File: config.mk
export PLATFORM = sky130hd
export DESIGN_NAME = escalonador_quadro_flat
export DESIGN_NICKNAME = d
export VERILOG_FILES = /design/src/rtl/jogo_pkg.sv /design/src/rtl/escalonador_quadro_if.sv /design/src/rtl/contador_vga.sv /design/src/rtl/escalonador_quadro.sv /design/src/flat_wrapper.sv
export SDC_FILE = /design/constraint.sdc
export NUM_CORES = 1
export LEC_CHECK = 0
export ABC_AREA = 1
export BUFFER_PORTS_ARGS = -buffer_cell sky130_fd_sc_hd__buf_2
export CORE_MARGIN = 1
export CORE_UTILIZATION = 45
export CTS_CLUSTER_DIAMETER = 150
export DETAILED_ROUTE_END_ITERATION = 10
export GPL_ROUTABILITY_DRIVEN = 0
export MAX_ROUTING_LAYER = met4
export PLACE_DENSITY = 0.65
export SETUP_SLACK_MARGIN = 0.15
export SLEW_MARGIN = 20
export SYNTH_ARGS = -nofsm -noshare
export SYNTH_HDL_FRONTEND = slang
export SYNTH_HIERARCHICAL = 1
export SYNTH_SLANG_ARGS = --single-unit
File: constraint.sdc
create_clock -name clk -period 4.5 [get_ports clk]
set_input_delay 0.225 -clock clk [delete_from_list [all_inputs] [get_ports clk]]
set_output_delay 0.225 -clock clk [all_outputs]
set_load 0.005 [all_outputs]
File: src/rtl/jogo_pkg.sv
// Shared constants, game-state encoding and width helper for the frame scheduler.
package jogo_pkg;

  localparam int H_VIS_DEF         = 640;
  localparam int H_FP_DEF          = 16;
  localparam int H_SYNC_DEF        = 96;
  localparam int H_BP_DEF          = 48;
  localparam int V_VIS_DEF         = 480;
  localparam int V_FP_DEF          = 10;
  localparam int V_SYNC_DEF        = 2;
  localparam int V_BP_DEF          = 33;
  localparam int VIDAS_INI_DEF     = 3;
  localparam int PISCA_QUADROS_DEF = 60;

  localparam int END_W = 19;

  typedef enum logic [1:0] {
    ESPERA  = 2'd0,
    JOGANDO = 2'd1,
    COLISAO = 2'd2,
    FIM     = 2'd3
  } estado_t;

  // Bits needed to hold the values 0..n-1 (never less than one bit).
  function automatic int largura(input int n);
    return (n <= 2) ? 1 : $clog2(n);
  endfunction

endpackage

File: src/rtl/escalonador_quadro_if.sv
// Video/game bus between the frame scheduler (master) and renderer/controllers (slave).
interface escalonador_quadro_if;
  import jogo_pkg::*;

  logic             pix_ce;
  logic             iniciar;
  logic [1:0]       control;
  logic             colisao;
  logic [END_W-1:0] endereco;
  logic             ativo;
  logic             hsync;
  logic             vsync;
  logic             atualiza;
  logic [1:0]       control_q;
  logic [1:0]       estado;
  logic [1:0]       vidas;

  modport master (
    input  pix_ce, iniciar, control, colisao,
    output endereco, ativo, hsync, vsync, atualiza, control_q, estado, vidas
  );

  modport slave (
    output pix_ce, iniciar, control, colisao,
    input  endereco, ativo, hsync, vsync, atualiza, control_q, estado, vidas
  );
endinterface

File: src/rtl/contador_vga.sv
// Horizontal/vertical raster counters with zero-latency sync, active-area and address decode.
module contador_vga
  import jogo_pkg::*;
#(
  parameter int H_VIS  = H_VIS_DEF,
  parameter int H_FP   = H_FP_DEF,
  parameter int H_SYNC = H_SYNC_DEF,
  parameter int H_BP   = H_BP_DEF,
  parameter int V_VIS  = V_VIS_DEF,
  parameter int V_FP   = V_FP_DEF,
  parameter int V_SYNC = V_SYNC_DEF,
  parameter int V_BP   = V_BP_DEF
) (
  input  logic             clk,
  input  logic             reset,
  input  logic             pix_ce,
  output logic [END_W-1:0] endereco,
  output logic             ativo,
  output logic             hsync,
  output logic             vsync,
  output logic             quadro
);

  localparam int H_TOT = H_VIS + H_FP + H_SYNC + H_BP;
  localparam int V_TOT = V_VIS + V_FP + V_SYNC + V_BP;
  localparam int H_W   = largura(H_TOT);
  localparam int V_W   = largura(V_TOT);

  logic [H_W-1:0] h_q, h_d;
  logic [V_W-1:0] v_q, v_d;

  always_comb begin
    // NOTE: hold values are assigned first so every path writes h_d/v_d and no latch is inferred.
    h_d = h_q;
    v_d = v_q;
    if (pix_ce) begin
      if (int'(h_q) == H_TOT - 1) begin
        h_d = '0;
        v_d = (int'(v_q) == V_TOT - 1) ? '0 : v_q + V_W'(1);
      end else begin
        h_d = h_q + H_W'(1);
      end
    end
  end

  always_ff @(posedge clk or negedge reset) begin
    if (!reset) begin
      h_q <= '0;
      v_q <= '0;
    end else begin
      // NOTE: non-blocking updates keep every flop sampling the pre-edge values.
      h_q <= h_d;
      v_q <= v_d;
    end
  end

  always_comb begin
    ativo    = (int'(h_q) < H_VIS) && (int'(v_q) < V_VIS);
    endereco = ativo ? END_W'(int'(v_q) * H_VIS + int'(h_q)) : '0;
    hsync    = !((int'(h_q) >= H_VIS + H_FP) && (int'(h_q) < H_VIS + H_FP + H_SYNC));
    vsync    = !((int'(v_q) >= V_VIS + V_FP) && (int'(v_q) < V_VIS + V_FP + V_SYNC));
    // Last pixel clock of the last visible line: one strobe per frame.
    quadro   = pix_ce && (int'(h_q) == H_TOT - 1) && (int'(v_q) == V_VIS - 1);
  end

endmodule

File: src/rtl/escalonador_quadro.sv
// Frame scheduler: raster timing plus the ESPERA/JOGANDO/COLISAO/FIM game state machine.
module escalonador_quadro
  import jogo_pkg::*;
#(
  parameter int H_VIS         = H_VIS_DEF,
  parameter int H_FP          = H_FP_DEF,
  parameter int H_SYNC        = H_SYNC_DEF,
  parameter int H_BP          = H_BP_DEF,
  parameter int V_VIS         = V_VIS_DEF,
  parameter int V_FP          = V_FP_DEF,
  parameter int V_SYNC        = V_SYNC_DEF,
  parameter int V_BP          = V_BP_DEF,
  parameter int VIDAS_INI     = VIDAS_INI_DEF,
  parameter int PISCA_QUADROS = PISCA_QUADROS_DEF
) (
  input  logic                 clk,
  input  logic                 reset,
  escalonador_quadro_if.master vid
);

  localparam int CNT_W = largura(PISCA_QUADROS);

  logic             quadro, ativo, borda, acerto;
  estado_t          estado_q, estado_d;
  logic [1:0]       vidas_q, vidas_d;
  logic [1:0]       control_q, control_d;
  logic [CNT_W-1:0] cnt_q, cnt_d;
  logic             pend_q, pend_d;
  logic             iniciar_q, iniciar_d;

  contador_vga #(
    .H_VIS(H_VIS), .H_FP(H_FP), .H_SYNC(H_SYNC), .H_BP(H_BP),
    .V_VIS(V_VIS), .V_FP(V_FP), .V_SYNC(V_SYNC), .V_BP(V_BP)
  ) u_contador (
    .clk     (clk),
    .reset   (reset),
    .pix_ce  (vid.pix_ce),
    .endereco(vid.endereco),
    .ativo   (ativo),
    .hsync   (vid.hsync),
    .vsync   (vid.vsync),
    .quadro  (quadro)
  );

  assign borda  = vid.iniciar && !iniciar_q;
  assign acerto = (estado_q == JOGANDO) && vid.pix_ce && ativo && vid.colisao;

  always_comb begin
    estado_d  = estado_q;
    vidas_d   = vidas_q;
    cnt_d     = cnt_q;
    iniciar_d = vid.iniciar;
    control_d = quadro ? vid.control : control_q;
    // A hit on the frame strobe itself survives the clear and counts for the next frame.
    pend_d    = acerto || (pend_q && !quadro);

    case (estado_q)
      ESPERA: begin
        if (borda) begin
          estado_d = JOGANDO;
          vidas_d  = 2'(VIDAS_INI);
        end
      end
      JOGANDO: begin
        if (quadro && pend_q) begin
          if (vidas_q > 2'd1) begin
            vidas_d  = vidas_q - 2'd1;
            estado_d = COLISAO;
            cnt_d    = '0;
          end else begin
            vidas_d  = '0;
            estado_d = FIM;
          end
        end
      end
      COLISAO: begin
        if (quadro) begin
          if (int'(cnt_q) == PISCA_QUADROS - 1) begin
            estado_d = JOGANDO;
            cnt_d    = '0;
          end else begin
            cnt_d = cnt_q + CNT_W'(1);
          end
        end
      end
      FIM: begin
        vidas_d = '0;
        if (borda) estado_d = ESPERA;
      end
      default: estado_d = ESPERA;
    endcase
  end

  always_ff @(posedge clk or negedge reset) begin
    if (!reset) begin
      estado_q  <= ESPERA;
      vidas_q   <= '0;
      control_q <= '0;
      cnt_q     <= '0;
      pend_q    <= 1'b0;
      iniciar_q <= 1'b0;
    end else begin
      estado_q  <= estado_d;
      vidas_q   <= vidas_d;
      control_q <= control_d;
      cnt_q     <= cnt_d;
      pend_q    <= pend_d;
      iniciar_q <= iniciar_d;
    end
  end

  assign vid.ativo     = ativo;
  assign vid.atualiza  = quadro && (estado_q == JOGANDO);
  assign vid.control_q = control_q;
  assign vid.estado    = estado_q;
  assign vid.vidas     = vidas_q;

endmodule

File: src/flat_wrapper.sv
// flat-port wrapper written by rule: the top's interface ports become plain ports
module escalonador_quadro_flat import jogo_pkg::*;
#(
  parameter int H_VIS         = H_VIS_DEF,
  parameter int H_FP          = H_FP_DEF,
  parameter int H_SYNC        = H_SYNC_DEF,
  parameter int H_BP          = H_BP_DEF,
  parameter int V_VIS         = V_VIS_DEF,
  parameter int V_FP          = V_FP_DEF,
  parameter int V_SYNC        = V_SYNC_DEF,
  parameter int V_BP          = V_BP_DEF,
  parameter int VIDAS_INI     = VIDAS_INI_DEF,
  parameter int PISCA_QUADROS = PISCA_QUADROS_DEF
)
  (clk, reset, vid_pix_ce, vid_iniciar, vid_control, vid_colisao, vid_endereco, vid_ativo, vid_hsync, vid_vsync, vid_atualiza, vid_control_q, vid_estado, vid_vidas);
  escalonador_quadro_if vid_i ();
  input  logic clk;
  input  logic reset;
  input wire logic [$bits(vid_i.pix_ce)-1:0] vid_pix_ce;
  input wire logic [$bits(vid_i.iniciar)-1:0] vid_iniciar;
  input wire logic [$bits(vid_i.control)-1:0] vid_control;
  input wire logic [$bits(vid_i.colisao)-1:0] vid_colisao;
  output wire logic [$bits(vid_i.endereco)-1:0] vid_endereco;
  output wire logic [$bits(vid_i.ativo)-1:0] vid_ativo;
  output wire logic [$bits(vid_i.hsync)-1:0] vid_hsync;
  output wire logic [$bits(vid_i.vsync)-1:0] vid_vsync;
  output wire logic [$bits(vid_i.atualiza)-1:0] vid_atualiza;
  output wire logic [$bits(vid_i.control_q)-1:0] vid_control_q;
  output wire logic [$bits(vid_i.estado)-1:0] vid_estado;
  output wire logic [$bits(vid_i.vidas)-1:0] vid_vidas;
  assign vid_i.pix_ce = vid_pix_ce;
  assign vid_i.iniciar = vid_iniciar;
  assign vid_i.control = vid_control;
  assign vid_i.colisao = vid_colisao;
  assign vid_endereco = vid_i.endereco;
  assign vid_ativo = vid_i.ativo;
  assign vid_hsync = vid_i.hsync;
  assign vid_vsync = vid_i.vsync;
  assign vid_atualiza = vid_i.atualiza;
  assign vid_control_q = vid_i.control_q;
  assign vid_estado = vid_i.estado;
  assign vid_vidas = vid_i.vidas;
  escalonador_quadro #(.H_VIS(H_VIS), .H_FP(H_FP), .H_SYNC(H_SYNC), .H_BP(H_BP), .V_VIS(V_VIS), .V_FP(V_FP), .V_SYNC(V_SYNC), .V_BP(V_BP), .VIDAS_INI(VIDAS_INI), .PISCA_QUADROS(PISCA_QUADROS)) u_core (.clk(clk), .reset(reset), .vid(vid_i));
endmodule
==> impl_metrics.yaml, run 1 <==
outcome:
  status: "finished, final reports clean"
floorplan:
  core_area_sq_um: 6030
  rows: 28
  die_area_sq_um: 6650
  initial_core_util_pct: 47.3
  die_h_um: 81.6
  ios: 36
  die_width_um: 81.6
timing:
  fin_skew_ns: 0.00723
  min_period_over_period_pct: 70.4
  worst_pin_slew_ns: 0.912
  finalWorstSetupSlack_ns: 1.33
  rsz0062_at_grt: "false"
  hold_viol: 0
  fin_setup_tns_ns: 0
  drv_slew: 0
  post-route-min-period_ns: 3.17
  max_freq_ghz: 0.316
  setup_viol: 0
  max-slew-margin-rel_pct: 38.9
yosys:
  synth_xor_area_share_pct: 1.85
  synthAdderAreaFrac_pct: 12.0
  netlist.area_leader.share_pct: 29.9
  ys_ff_latch: 34
  synth.largest_area_cell: "dfrtp_1"
  netlist_instances: 418
  synth_edf_count: 0
  synth-seq-area-share_pct: 29.9
  synth_most_common_cell: "nand2_1"
  synth_mux_area_share_pct: 0
  syn_area_sq_um: 2850
  synth-simple-area-share_pct: 39.4
  async_flop_share_pct: 100
  synth_area_leaders: "dfrtp_1, nand2_1, ha_1, nand3_1, inv_1"
  ys_types: 33
  synth_compound_area_share_pct: 7.91
  synthFlopType: "dfrtp_1"
  ys_top_cells_by_count: "nand2_1, inv_1, nor2_1, nand3_1, dfrtp_1"
  synth_top_family_by_area: "simple AND/OR/NAND/NOR gates"
  syn-mean-instance-area_sq_um: 6.81
  synth.net_count: 451
  synth_warnings: 6
detailed_routing:
  drc_errors: 0
  final_antenna_net_count: 0
  num_vias: 2678
  avgRoutedWirePerCell_um: 11.2
  first_pass_iters: 5
  avgViaCountPerCell: 5.03
  routed_wl_um: 5970
  drtIter0Drc: 91
critical_path:
  worstPathRequired_ns: 4.28
  r2r_setup_slack_ns: 1.82
  crit_path_cell_trace: "ha_1 > ha_1 > fa_1 > nand2_1 > nor2_1 > nand2_1 > nand2_1 > nand2_1 > nor2_1 > inv_1 > nor2_1 > nand3_1 > nand2_1 > nor2_1 > buf_2"
  cpPeakStageDelay_ns: 0.53
  cp.arrival_ns: 2.94
  cp_slowest_cell: "fa_1"
  cp_top_family: "adder cells"
  worst-path-buf-inv: 2
  cp_common_cell: "nand2_1"
  cp-start-kind: "flop"
  critical_path.startpoint: "u_core/u_contador/v_q[1]$_DFFE_PN0P_"
  critPathMaxFanout: 6
  r2r_start: "u_core/u_contador/h_q[8]$_DFFE_PN0P_"
  endpoint_kind: "primary output"
  critPathKind: "flop to primary output"
global_routing:
  grt_pass1_vias: 2332
  grt_max_degree: 35
  grt_pass1_wl_um: 10100
  grt_overflow: 0
  grt_usage_pct: 20.1
  antenna_found_initial: 0
layout:
  nets: 489
  layoutNonFillerInstCount: 532
  antenna_cells: 0
  layout-drive-gt1-share_pct: 14.7
  syn_to_final_growth_pct: 12.0
clocking:
  clk_pin_slew_worst_paths_ns: 0.07
  cts_root_buf: "clkbuf_8"
  ctsResizeCount: 0
  cts_buffers: 5
  cts_tree: "done"
  clock_latency_ns: 0.29
  postCtsSetupRepairBufs: 0
  postCtsHoldBufs: 0
  cts.path.max_buffers: 2
  clock_sinks: 34
  h-tree-depth: 2
job:
  drv_cap: 0
place:
  place_ws_ns: 1.66
  dpl.hpwl_um: 4560
  portBuffers: 35
  place_inst: 524
pwr:
  power_mw: 1.01
  leakage_nw: 1.73
  powerDensity_nw_per_um2: 317
  vdd_drop_max_mv: 0.220
min_path:
  hold_class: "input port to asynchronous set/reset pin"
[sequential cells by signal, indices dropped and copies added (netlist names)]
register               count
u_core/cnt_q               6
u_core/iniciar_q           1
u_core/pend_q              1
u_core/u_contador/h_q     10
u_core/u_contador/v_q     10
u_core/vid.control_q       2
u_core/vid.estado          2
u_core/vid.vidas           2
[power by group]
part           leakage [nW]  switching, mW  total [mW]  internal [mW]
clock network        0.0524          0.109       0.274          0.166
registers             0.410         0.0711       0.429          0.358
logic                  1.27          0.194       0.307          0.113
[final cells by class]
type,count,area [sq um]
Clock buffer,7,76.3
Multi-Input combinational cell,321,1740
Tap cell,75,93.8
Fill cell,612,2840
Timing Repair Buffer,35,175
Clock inverter,1,30.0
Sequential cell,34,851
Inverter,59,223
[per-stage QoR]
step                      hold slack (ns)  cell area (sq um)  utilization [%]
after floorplan                   -0.0706               2850                -
after global placement              0.346               3080             51.1
after detailed placement            0.350               3080             51.1
after CTS                          0.0375               3190             52.9
after global routing               0.0456               3190             52.9
final                             0.00680               3190             52.9
[cells in the final DEF (no fill, tap or decap), types with 2 or more instances in the layout]
master	instances
nor2_4	2
nor2_1	51
a31oi_1	2
fa_1	2
nor3_1	10
nor3b_1	2
clkbuf_8	5
xor2_1	5
nand2_1	112
nand4_1	7
nand2_2	8
o21ai_0	20
dfrtp_1	34
ha_1	24
inv_1	54
buf_2	35
nor3_4	2
clkbuf_1	2
nor2_2	6
a21oi_1	18
inv_2	3
nand3_1	41
[layer usage]
layer  track usage (%)  routed length, um  up-vias
met5                 -                  0        -
li1                  -                  -     1425
met4              5.36                 60        0
met2              31.1               2590       55
met3              3.33                296        7
met1              27.2               3020     1191
[final timing paths]
kind | cells past startpoint | to
max | 15 | vid_endereco[18]
min | 1 | u_core/vid.vidas[1]$_DFFE_PN0P_
max reg2reg | 13 | u_core/cnt_q[2]$_DFFE_PN0P_
min reg2reg | 2 | u_core/vid.control_q[0]$_DFFE_PN0P_
max in group asynchronous | 1 | u_core/u_contador/h_q[6]$_DFFE_PN0P_
min in group clk | 1 | u_core/iniciar_q$_DFF_PN0_
[kinds of logic (layout without fill, tap and decap cells)]
| group | Yosys count | count (layout) |
|---|---|---|
| AND/OR/NAND/NOR | 247 | 247 |
| flip-flops | 34 | 34 |
| XOR/XNOR | 6 | 6 |
| buffers and inverters | 63 | 102 |
| adder cells (fa/ha/maj) | 26 | 26 |
| AO/OA/AOI/OAI | 42 | 42 |
(Power assumes the default switching activity.)
==> run 2, diff against run 1 <==
- ABC_AREA: 1 -> 0
- clock period: 4.5 -> 3.2 ns (I/O delays scaled with it)
==> run 2 against run 1 <==
  * Total power grew 1.7%
  * Final cell count fell by 18%
  * Routed wire length is 12% higher
  * Clock skew is 0.0027 ns higher
  * Die area fell by 4.7%
  * Critical path depth decreased by 4
  * Sequential power increased by 23%
  * Critical path type unchanged
  * Largest power group unchanged
==> impl_metrics.yaml, run 2 <==
outcome:
  status: "finished, final reports clean"
yosys:
  synth.net_count: 337
  netlist_instances: 304
  synthFlopType: "dfrtp_1"
  syn_area_sq_um: 2710
  synth-seq-area-share_pct: 31.4
  synth_edf_count: 0
  syn-mean-instance-area_sq_um: 8.92
  synth_area_leaders: "dfrtp_1, ha_1, o21ai_0, nand2_1, nand4_1"
  synth_most_common_cell: "dfrtp_1"
  async_flop_share_pct: 100
  synth_warnings: 6
  netlist.area_leader.share_pct: 31.4
  ys_ff_latch: 34
  ys_top_cells_by_count: "dfrtp_1, nand2_1, ha_1, nor2_1, o21ai_0"
  synth.largest_area_cell: "dfrtp_1"
  ys_types: 60
clocking:
  cts_root_buf: "clkbuf_8"
  cts_buffers: 5
  cts_tree: "done"
  clk_pin_slew_worst_paths_ns: 0.07
  clock_latency_ns: 0.29
  cts.path.max_buffers: 2
  h-tree-depth: 2
  clock_sinks: 34
pwr:
  vdd_drop_max_mv: 0.222
  power_mw: 1.03
  swShare_pct: 28.8
  powerDensity_nw_per_um2: 305
  intPower_mw: 0.732
  switching_power_mw: 0.296
  combPwrFrac_pct: 16.7
  seqPwrFrac_pct: 51.4
  p_clk_share_pct: 31.9
  leakage_nw: 1.52
critical_path:
  worst-path-buf-inv: 2
  cp-start-kind: "flop"
  r2r_start: "u_core/u_contador/v_q[1]$_DFFE_PN0P_"
  worstPathRequired_ns: 3.04
  cp.arrival_ns: 3.00
  reg2reg_depth: 8
  cp_slowest_cell: "or4_1"
  crit_end: "vid_endereco[17]"
  cp_top_family: "simple AND/OR/NAND/NOR gates"
  cpPeakStageDelay_ns: 0.48
  r2r_setup_slack_ns: 0.74
  crit_cells: 11
  cp_common_cell: "ha_4"
  crit_path_cell_trace: "buf_4 > ha_4 > ha_4 > fa_2 > xor2_2 > nand3_2 > nor3b_4 > nand4_2 > or4_1 > nand2_1 > buf_2"
  endpoint_kind: "primary output"
  critPathKind: "flop to primary output"
  critical_path.startpoint: "u_core/u_contador/v_q[3]$_DFFE_PN0P_"
  critPathMaxFanout: 3
  reg2reg_to: "u_core/u_contador/v_q[4]$_DFFE_PN0P_"
detailed_routing:
  avgViaCountPerCell: 5.68
  num_vias: 2470
  first_pass_iters: 4
  avgRoutedWirePerCell_um: 15.3
  routed_wl_um: 6670
  drtIter0Drc: 132
  drc_errors: 0
  final_antenna_net_count: 0
min_path:
  min_path_cells: 2
  hold_class: "input port to flop"
timing:
  hold_viol: 0
  post-route-min-period_ns: 3.16
  rsz0062_at_grt: "true"
  setup_viol: 0
  drv_slew: 0
  worst_pin_slew_ns: 0.940
  min_period_over_period_pct: 98.7
  whs_ns: 0.0996
  max_freq_ghz: 0.317
  max-slew-margin-rel_pct: 36.8
  fin_skew_ns: 0.00991
global_routing:
  grt_pass1_wl_um: 10500
  grt_overflow: 0
  grt_max_degree: 35
  grt_pass1_vias: 2251
  grt_usage_pct: 21.7
  antenna_found_initial: 0
floorplan:
  rows: 27
  ios: 36
  core_area_sq_um: 5640
  die_area_sq_um: 6340
  die_h_um: 79.6
  die_width_um: 79.6
  initial_core_util_pct: 48.1
place:
  place_area_sq_um: 2980
  portBuffers: 35
  dpl.hpwl_um: 4480
layout:
  syn_to_final_growth_pct: 24.2
  largestRegisters: "u_core/u_contador/h_q: 10 flops, u_core/u_contador/v_q: 10 flops, u_core/cnt_q: 6 flops"
  post-route-util_pct: 59.7
  fin_area_sq_um: 3370
  layout_commonest_cell: "buf_2"
  final_cell_mix: "buf_2, dfrtp_1, nand2_1"
  layout-drive-gt1-share_pct: 27.3
  antenna_cells: 0
  nets: 395
job:
  drv_cap: 0
==> run 2: timing repair <==
action	CTS	global route
pin swaps	6	7
gates resized for setup	14	11
endpoints found under the setup margin	3	3
hold endpoints to repair	35	0
hold buffers	2	0
buffers inserted	6	9
==> run 2: worst min path at each step <==
stage                   startpoint  slack (ns)                                    to
finish              vid_control[1]         0.1   u_core/vid.control_q[1]$_DFFE_PN0P_
global route        vid_control[1]        0.09   u_core/vid.control_q[1]$_DFFE_PN0P_
CTS                 vid_control[1]         0.1   u_core/vid.control_q[1]$_DFFE_PN0P_
detailed placement           reset        0.29  u_core/u_contador/h_q[1]$_DFFE_PN0P_
global placement             reset        0.28  u_core/u_contador/h_q[1]$_DFFE_PN0P_
floorplan                    reset       -0.14           u_core/cnt_q[0]$_DFFE_PN0P_
==> run 2: final cells by class <==
class,count,area [sq um]
Clock buffer,7,86.3
Fill cell,497,2270
Inverter,12,45.0
Tap cell,72,90.1
Multi-Input combinational cell,249,1920
Sequential cell,34,855
Timing Repair Buffer,60,364
Clock inverter,1,5.00
==> run 2: cells by family after synthesis <==
kind of cell	after synthesis	synth area share, %
flops	34	31.4
mux	3	1.20
compound gates	67	17.0
fa+ha+maj	26	12.6
xor+xnor	19	6.14
buf+inv	21	3.65
simple gates	134	28.1
==> run 2: power groups by stage <==
| stage | Combinational, mW | Sequential, mW | Clock [mW] |
|---|---|---|---|
| 6_report | 0.171 | 0.528 | 0.328 |
| 3_3_place_gp | 0.169 | 0.536 | 0 |
| 3_5_place_dp | 0.173 | 0.537 | 0 |
| 4_1_cts | 0.176 | 0.530 | 0.340 |
| 2_1_floorplan | 0.121 | 0.510 | 0 |
| 5_1_grt | 0.197 | 0.534 | 0.359 |
==> run 2: routing by layer <==
metal / vias to the layer above / track usage, % / share of wire (%)
met2: 65 / 32.8 / 47
met5: - / - / 0
met4: 0 / 6.36 / 0.97
met3: 11 / 3.66 / 4.3
met1: 1175 / 29.6 / 48
li1: 1219 / - / -
==> run 2: per-stage QoR <==
stage / setup slack (ns) / TNS (ns) / std cells
2_1_floorplan: 0.339 / 0 / 304
3_3_place_gp: 0.237 / 0 / 410
3_5_place_dp: 0.172 / 0 / 410
4_1_cts: 0.0326 / 0 / 426
5_1_grt: -0.0884 / -0.103 / 435
6_report: 0.0426 / 0 / 435
==> run 2: worst register-to-register path: stages, from the launching register on <==
cell and delay, ns:
dfrtp_1 0.42, buf_4 0.18, inv_1 0.09, ha_1 0.18, nor4b_1 0.23, nand3b_1 0.11, nor3_1 0.73, nand2b_1 0.28
o21ai_0 0.12
==> run 3, diff against run 2 <==
==> constraint.sdc (replaced) <==
create_clock -name clk -period 3.2 [get_ports clk]
set_input_delay 0.64 -clock clk [delete_from_list [all_inputs] [get_ports clk]]
set_output_delay 0.64 -clock clk [all_outputs]
set_load 0.005 [all_outputs]
==> run 3 against run 2 <==
  * The flow now finishes with violations (negative setup slack)
  * Total power rose by 14%
  * Worst setup slack got worse by 0.45 ns
  * Design area rose by 3.9%
  * Global-route usage rose by 0.97 points
  * Critical path type unchanged
  * Largest power group unchanged
==> impl_metrics.yaml, run 3 (same netlist as run 2, synthesis figures left out) <==
outcome:
  violations: "negative setup slack"
  status: "finished, violations left"
floorplan:
  initial_core_util_pct: 48.1
  die_area_sq_um: 6340
  die_h_um: 79.6
  rows: 27
  ios: 36
  die_width_um: 79.6
  core_area_sq_um: 5640
detailed_routing:
  routed_wl_um: 6660
  avgViaCountPerCell: 5.61
  drc_errors: 0
  drtIter0Drc: 156
  final_antenna_net_count: 0
  first_pass_iters: 4
  num_vias: 2476
  avgRoutedWirePerCell_um: 15.1
global_routing:
  antenna_found_initial: 0
  grt_pass1_vias: 2350
  grt_pass1_wl_um: 10900
  grt_usage_pct: 22.6
  grt_overflow: 0
  grt_max_degree: 35
timing:
  rsz0062_at_grt: "true"
  max_freq_ghz: 0.277
  hold_viol: 0
  worst_pin_slew_ns: 0.870
  drv_slew: 0
  setup_viol: 5
  finalWorstSetupSlack_ns: -0.408
  fin_skew_ns: 0.00982
  min_period_over_period_pct: 113
  max-slew-margin-rel_pct: 41.6
  post-route-min-period_ns: 3.61
critical_path:
  cp.arrival_ns: 2.97
  r2r_setup_slack_ns: 0.79
  critPathKind: "flop to primary output"
  critPathMaxFanout: 3
  endpoint_kind: "primary output"
  r2r_start: "u_core/u_contador/v_q[1]$_DFFE_PN0P_"
  critical_path.startpoint: "u_core/u_contador/v_q[3]$_DFFE_PN0P_"
  reg2reg_to: "u_core/u_contador/v_q[2]$_DFFE_PN0P_"
  cp-start-kind: "flop"
  worstPathRequired_ns: 2.56
  reg2reg_depth: 9
  crit_end: "vid_endereco[17]"
layout:
  fillers: 483
  syn_to_final_growth_pct: 29.0
  largestRegisters: "u_core/u_contador/h_q: 10 flops, u_core/u_contador/v_q: 10 flops, u_core/cnt_q: 6 flops"
  post-route-util_pct: 62.0
  layout_commonest_cell: "buf_2"
  nets: 401
  final_cell_mix: "buf_2, dfrtp_1, buf_4"
  layout-drive-gt1-share_pct: 30.1
  fin_area_sq_um: 3500
  antenna_cells: 0
clocking:
  clk_pin_slew_worst_paths_ns: 0.07
  cts_root_buf: "clkbuf_8"
  cts_buffers: 5
  clock_sinks: 34
  clock_latency_ns: 0.28
  postCtsHoldBufs: 0
  cts.path.max_buffers: 2
  h-tree-depth: 2
  cts_tree: "done"
place:
  dpl.hpwl_um: 4770
  portBuffers: 35
  place_area_sq_um: 3150
pwr:
  powerDensity_nw_per_um2: 336
  leakage_nw: 1.60
  vdd_drop_max_mv: 0.232
  power_mw: 1.18
min_path:
  hold_class: "input port to asynchronous set/reset pin"
job:
  drv_cap: 0
## run 3: cell types whose count changed in the layout (fill, tap and decap cells not counted), moves of 2 or more
| cell | delta |
|---|---|
| buf_6 | +3 |
| dfrtp_1 | +2 |
| nand3_2 | +2 |
| buf_4 | +6 |
| dlygate4sd3_1 | -2 |
| dfrtp_2 | -2 |
| bufinv_16 | +2 |
| nand3_1 | -2 |
## run 3: routing by layer
| metal | part of all wire, % | GRT usage [%] | wire length, um | up-vias |
|---|---|---|---|---|
| met4 | 0.77 | 5.27 | 51 | 0 |
| met3 | 2.7 | 3.54 | 177 | 6 |
| met1 | 50 | 30.9 | 3300 | 1201 |
| li1 | - | - | - | 1231 |
| met2 | 47 | 35.1 | 3130 | 38 |
| met5 | 0 | - | 0 | - |
## run 3: how the worst min path moves through the flow
| stage | to | depth (start not counted) |
|---|---|---|
| finish | u_core/u_contador/h_q[1]$_DFFE_PN0P_ | 1 |
| global route | u_core/iniciar_q$_DFF_PN0_ | 1 |
| CTS | u_core/u_contador/h_q[5]$_DFFE_PN0P_ | 1 |
| detailed placement | u_core/vid.control_q[0]$_DFFE_PN0P_ | 1 |
| global placement | u_core/vid.control_q[1]$_DFFE_PN0P_ | 1 |
| floorplan | u_core/cnt_q[0]$_DFFE_PN0P_ | 0 |
## run 3: repair_timing
item                                    CTS  global route
pin swaps                                11            12
gates cloned                              0             0
gates resized for setup                   7            18
setup buffers                             2             3
endpoints found under the setup margin    5             7
## run 3: power by group
| part | switching [mW] | internal (mW) | total (mW) |
|---|---|---|---|
| registers | 0.0609 | 0.469 | 0.530 |
| clock network | 0.163 | 0.312 | 0.475 |
| logic | 0.0836 | 0.0870 | 0.171 |
| total | 0.307 | 0.868 | 1.18 |
## run 3: stage by stage
step / setup TNS, ns / instances / hold slack [ns] / setup WS (ns)
6_report: -1.32 / 441 / 0.421 / -0.408
5_1_grt: -1.81 / 441 / 0.469 / -0.522
3_3_place_gp: 0 / 428 / 0.484 / 0.0204
4_1_cts: -1.04 / 438 / 0.446 / -0.335
3_5_place_dp: -0.0580 / 428 / 0.498 / -0.0553
2_1_floorplan: 0 / 304 / 0.344 / 0.0358
## run 3: area by class of cell
class                   count  area (sq um)  area share (%)
flip-flops and latches     34           852            24.4
well taps                  72          90.1            2.58
clock buffers               5          68.8            1.97
clock inverters             3          68.8            1.97
inverters                  12          45.0            1.29
repair buffers             66           419            12.0
multi-input cells         249          1950            55.9
## run 3: worst max-delay path, stage by stage, from the launching register on
cell     delay [ns]
dfrtp_1        0.41
ha_4           0.26
ha_4           0.16
fa_2           0.42
xor2_2         0.25
nand3_2        0.15
nor3b_4        0.24
nand4_2        0.10
or4_1          0.53
nand2_1        0.06
buf_2          0.10
